## config.mk

```make
export PLATFORM = sky130hd
export DESIGN_NAME = param_stepper
export DESIGN_NICKNAME = d
export VERILOG_FILES = /design/src/rtl/param_stepper.sv
export SDC_FILE = /design/constraint.sdc
export NUM_CORES = 1
export LEC_CHECK = 0
export BUFFER_PORTS_ARGS = -buffer_cell sky130_fd_sc_hd__buf_2
export CORE_ASPECT_RATIO = 1.1
export CORE_MARGIN = 4
export CORE_UTILIZATION = 30
export DETAILED_ROUTE_END_ITERATION = 6
export PLACE_DENSITY = 0.46
export SLEW_MARGIN = 20
export SYNTH_ARGS = -nofsm -noshare
export SYNTH_HDL_FRONTEND = slang
export SYNTH_SLANG_ARGS = --single-unit
```

## constraint.sdc

```tcl
create_clock -name clk -period 3.5 [get_ports clk]
set_input_delay 1.05 -clock clk [delete_from_list [all_inputs] [get_ports clk]]
set_output_delay 1.05 -clock clk [all_outputs]
set_load 0.01 [all_outputs]
```

## src/rtl/param_stepper.sv

```systemverilog
// Button-driven code stepper: tap steps once, hold auto-repeats after a delay,
// with saturating or wrapping range limits and a clamped parallel load.
module param_stepper #(
  parameter int unsigned WIDTH         = 4,
  parameter int unsigned MIN_CODE      = 0,
  parameter int unsigned MAX_CODE      = 8,
  parameter int unsigned RESET_CODE    = 3,
  parameter int unsigned WRAP          = 0,
  parameter int unsigned HOLD_DELAY    = 4,
  parameter int unsigned REPEAT_PERIOD = 2
) (
  input  logic             clk,
  input  logic             rst,
  input  logic             tick,
  input  logic             up,
  input  logic             down,
  input  logic             load,
  input  logic [WIDTH-1:0] load_value,
  output logic [WIDTH-1:0] code,
  output logic             at_min,
  output logic             at_max,
  output logic             changed
);

  localparam int unsigned CNT_MAX = (HOLD_DELAY > REPEAT_PERIOD) ? HOLD_DELAY : REPEAT_PERIOD;
  localparam int unsigned CW      = $clog2(CNT_MAX + 1);

  typedef enum logic [1:0] {
    IDLE     = 2'd0,
    HOLD     = 2'd1,
    REPEAT   = 2'd2,
    WAIT_REL = 2'd3
  } state_t;

  state_t           state_q, state_d;
  logic [CW-1:0]    cnt_q, cnt_d;
  logic [CW-1:0]    cnt_inc;
  logic             dir_q, dir_d;
  logic             step_c;
  logic             btn_dir, btn_opp;
  logic [WIDTH-1:0] code_up, code_dn, load_clamped, code_d;

  assign cnt_inc = cnt_q + CW'(1);
  assign btn_dir = dir_q ? up : down;
  assign btn_opp = dir_q ? down : up;

  // Next-state / step decision; everything advances only on tick cycles
  always_comb begin
    state_d = state_q;
    cnt_d   = cnt_q;
    dir_d   = dir_q;
    step_c  = 1'b0;
    if (tick) begin
      case (state_q)
        IDLE: begin
          if (up ^ down) begin
            step_c  = 1'b1;
            dir_d   = up;
            cnt_d   = '0;
            state_d = HOLD;
          end else if (up && down) begin
            state_d = WAIT_REL;
          end
        end
        HOLD, REPEAT: begin
          if (!btn_dir) begin
            state_d = IDLE;
          end else if (btn_opp) begin
            state_d = WAIT_REL;
          end else if (state_q == HOLD && cnt_inc == CW'(HOLD_DELAY)) begin
            step_c  = 1'b1;
            cnt_d   = '0;
            state_d = REPEAT;
          end else if (state_q == REPEAT && cnt_inc == CW'(REPEAT_PERIOD)) begin
            step_c  = 1'b1;
            cnt_d   = '0;
          end else begin
            cnt_d = cnt_inc;
          end
        end
        WAIT_REL: begin
          if (!up && !down) state_d = IDLE;
        end
        default: state_d = WAIT_REL;
      endcase
    end
  end

  // Range-limited neighbours of the current code and the clamped load value
  always_comb begin
    if (code == WIDTH'(MAX_CODE)) code_up = (WRAP != 0) ? WIDTH'(MIN_CODE) : code;
    else                          code_up = code + WIDTH'(1);
    if (code == WIDTH'(MIN_CODE)) code_dn = (WRAP != 0) ? WIDTH'(MAX_CODE) : code;
    else                          code_dn = code - WIDTH'(1);
    if (int'(load_value) < int'(MIN_CODE))  load_clamped = WIDTH'(MIN_CODE);
    else if (load_value > WIDTH'(MAX_CODE)) load_clamped = WIDTH'(MAX_CODE);
    else                                    load_clamped = load_value;
  end

  // Load wins over a same-cycle step; the FSM still advances as if it stepped
  always_comb begin
    code_d = code;
    if (load)        code_d = load_clamped;
    else if (step_c) code_d = dir_d ? code_up : code_dn;
  end

  always_ff @(posedge clk) begin
    if (rst) begin
      state_q <= WAIT_REL;
      cnt_q   <= '0;
      dir_q   <= 1'b1;
      code    <= WIDTH'(RESET_CODE);
      changed <= 1'b0;
    end else begin
      state_q <= state_d;
      cnt_q   <= cnt_d;
      dir_q   <= dir_d;
      code    <= code_d;
      changed <= (code_d != code);
    end
  end

  assign at_min = (code == WIDTH'(MIN_CODE));
  assign at_max = (code == WIDTH'(MAX_CODE));

endmodule

```

==> run metrics <==
XOR/XNOR share of the synthesized area 0.0418; NumNets Final about 170; Critical Path RT approximately 3700 ps; layout cells sized above 1 0.190; Startpoint Class primary input; Antenna Nets Post-Route 0; Max Freq between 300 and 400 MHz; die area 4510 sq um; Maximum Capacitance Violations 0; first drt pass iteration count 4; fin worst setup slack between 600 and 700 ps; global route overflow 0; sequential fraction of design power 0.425; Starting Density 0.312; syn_area_per_cell roughly 8 sq um; Post-Syn Nets ~150; CTS Buffer Depth 2; Pins Over Slew Limit 0; Hold Crit Depth 2; GR Util All Layers 0.120; power per cell area just under 300 nW/um^2; Psw 0.127 mW; Setup WS pre-CTS 332 ps; RSZ-0062 raised after global routing false; Crit Reg-Reg Startpoint cnt_q[0]; mapped cell area 1050 sq um; routed len/inst 12.7 um; largest net degree at the start of global routing 14; Main synth FF type dfxtp_1; first-pass GRT wire length ~4500 um; # hold bufs at CTS 0; R2R setup slack 1040 ps; CP Data Arrival Time 3050 ps; CTS Buf Count 3; clk_skew 2.10 ps; initial DRC count 46; worst rel slew slack 0.674; Post-synth EDFFs 0; slowest stage cell, crit path or4_1; Worst Hold Path EP cnt_q[1]; initial antenna violation count 0; diode count 0; Pwr Total 0.352 mW; later-pin clock latency in the skew report 270 ps; Logic pwr share 0.315; CTS Root Cell clkbuf_4; Reg-to-Reg End changed; gpl congestion ~0.81; Synth Area in Compound Gates 0.290; Peak supply drop between 100 and 150 uV; Finished Layout Cells 195; CTS Sinks 11; Area Growth Syn to Fin 14.3%; worst-margin pin slew roughly 480 ps; worst path cell trace buf_2 > inv_1 > ha_1 > nand3_1 > mux2_4 > or4_1 > a21o_2 > a221oi_1 > nor3_1; register area share after synthesis 0.210; synth warn 0; crit end category flip-flop; Sw Share 0.359; WS Path Type primary input to flip-flop; top fanout value on the critical path 9; clock tree from TritonCTS yes; drt via density roughly 5.0; total core area between 3000 and 4000 sq um; Ports 17; Gates resized, CTS repair 0; internal power 0.226 mW; setup_tns 0 ps; die width 64.4 um; # setup viols final 0; clock share of power 0.261; CP max stage delay 430 ps; async set-or-reset flop fraction in the synthesized netlist 0; hold path startpoint cnt_q[1]; Worst Reg-to-Reg Cells 7; # placed instances 191; Synth Area in Adders 0.155; Vias a little under 1,000; vias in the first global route 1,024; main combinational cell family by area after synthesis compound AO/OA/AOI/OAI gates; total routed wirelength roughly 2500 um; status complete, no violations; Synth Register Bits 11; Synth Area in Simple Gates 0.203; Final Cycle Share 0.828; Cell variety after synth 47; Port Buffer Count 16; H-tree depth 1; Tmin final 2900 ps; post-synthesis mux area share 0.0346; Hold Path Class flip-flop to flip-flop; placed wire-length estimate 1870 um; Syn Inst Count 130; clock slew at the register clock pins of the worst setup and hold paths 80 ps; Die Y 70.0 um; Post CTS Setup Buffer Count 0; static leakage 0.515 nW; Final Hold Violating Endpoints 0; drt drc 0; post-route core utilization 0.357; Rows 22
-- cells in the final DEF, fill, tap and decap left out, drive strengths merged, types with 2 or more instances in the layout --
| master | netlist | routed |
|---|---|---|
| buf | 3 | 18 |
| a21oi | 14 | 14 |
| ha | 13 | 13 |
| dfxtp | 11 | 11 |
| inv | 10 | 10 |
| nand2 | 10 | 10 |
| nor2 | 8 | 8 |
| o21ai | 7 | 7 |
| nand2b | 4 | 4 |
| or4 | 4 | 4 |
| clkbuf | 2 | 4 |
| xnor2 | 3 | 3 |
| a211o | 3 | 3 |
| a31oi | 3 | 3 |
| o211ai | 2 | 2 |
| nand3 | 2 | 2 |
| nor2b | 2 | 2 |
| nor3 | 2 | 2 |
| xor2 | 2 | 2 |
| a21o | 2 | 2 |
| mux2 | 2 | 2 |
| and3 | 2 | 2 |
-- stage by stage --
stage / cell area (sq um) / hold slack, ps
floorplan: 1050 / 465
global placement: 1170 / 482
detailed placement: 1170 / 490
CTS: 1200 / 502
global route: 1200 / 525
finish: 1200 / 498
-- how the worst max path moves through the flow --
stage / from / end / cells past startpoint
finish: up / code[3] / 9
CTS: up / code[3] / 9
global placement: up / code[3] / 9
detailed placement: up / code[3] / 9
floorplan: up / code[3] / 8
global route: up / code[3] / 9
-- critical path, delay by kind of cell --
kind | cells | cell delay, ps
buf+inv | 2 | 210
simple gates | 3 | 630
compound gates | 2 | 480
mux | 1 | 360
fa+ha+maj | 1 | 320
-- metal layers --
layer,track usage,vias to the layer above,wire length (um)
met2,0.203,14,1230
met5,0,-,0
met1,0.150,452,1150
li1,-,514,-
met3,0.0113,4,60
met4,0.0610,0,48
-- cell type report --
class	instances	area, sq um
Inverter	10	37.5
Fill cell	384	2160
Clock buffer	4	26.3
Tap cell	48	60.1
Sequential cell	11	220
Timing Repair Buffer	18	95.1
Multi-Input combinational cell	104	759
-- cell usage after synthesis (2+ instances only) --
cell type,number,share of area
a21oi_1,14,0.067
ha_1,13,0.16
dfxtp_1,11,0.21
inv_1,10,0.036
nand2_1,10,0.036
nor2_1,8,0.029
o21ai_0,5,0.024
nand2b_1,4,0.024
or4_1,4,0.029
a211o_1,3,0.025
a31oi_1,3,0.018
xnor2_1,3,0.025
clkbuf_1,2,0.0072
nand3_1,2,0.0095
nor2b_1,2,0.012
nor3_1,2,0.0095
o211ai_1,2,0.014
o21ai_1,2,0.0095
xor2_1,2,0.017
-- power by group through the flow --
| stage | Clock [mW] | Sequential [mW] | Combinational (mW) |
|---|---|---|---|
| after floorplan | 0 | 0.149 | 0.0809 |
| after global placement | 0 | 0.152 | 0.111 |
| after detailed placement | 0 | 0.153 | 0.111 |
| after CTS | 0.0944 | 0.150 | 0.112 |
| after global routing | 0.102 | 0.152 | 0.127 |
| final | 0.0918 | 0.150 | 0.111 |
-- flip-flops by register name (all words and copies together), names as in the netlist --
register / flops
state_q: 2
code: 4
cnt_q: 3
dir_q: 1
changed: 1
-- cells by family (layout without fill, tap and decap cells) --
kind of cell / Yosys count / count (layout)
compound gates: 43 / 43
fa+ha+maj: 13 / 13
simple gates: 40 / 40
xor+xnor: 5 / 5
buf+inv: 15 / 32
flops: 11 / 11
mux: 3 / 3
No activity file was read; power rests on OpenSTA's default activity.
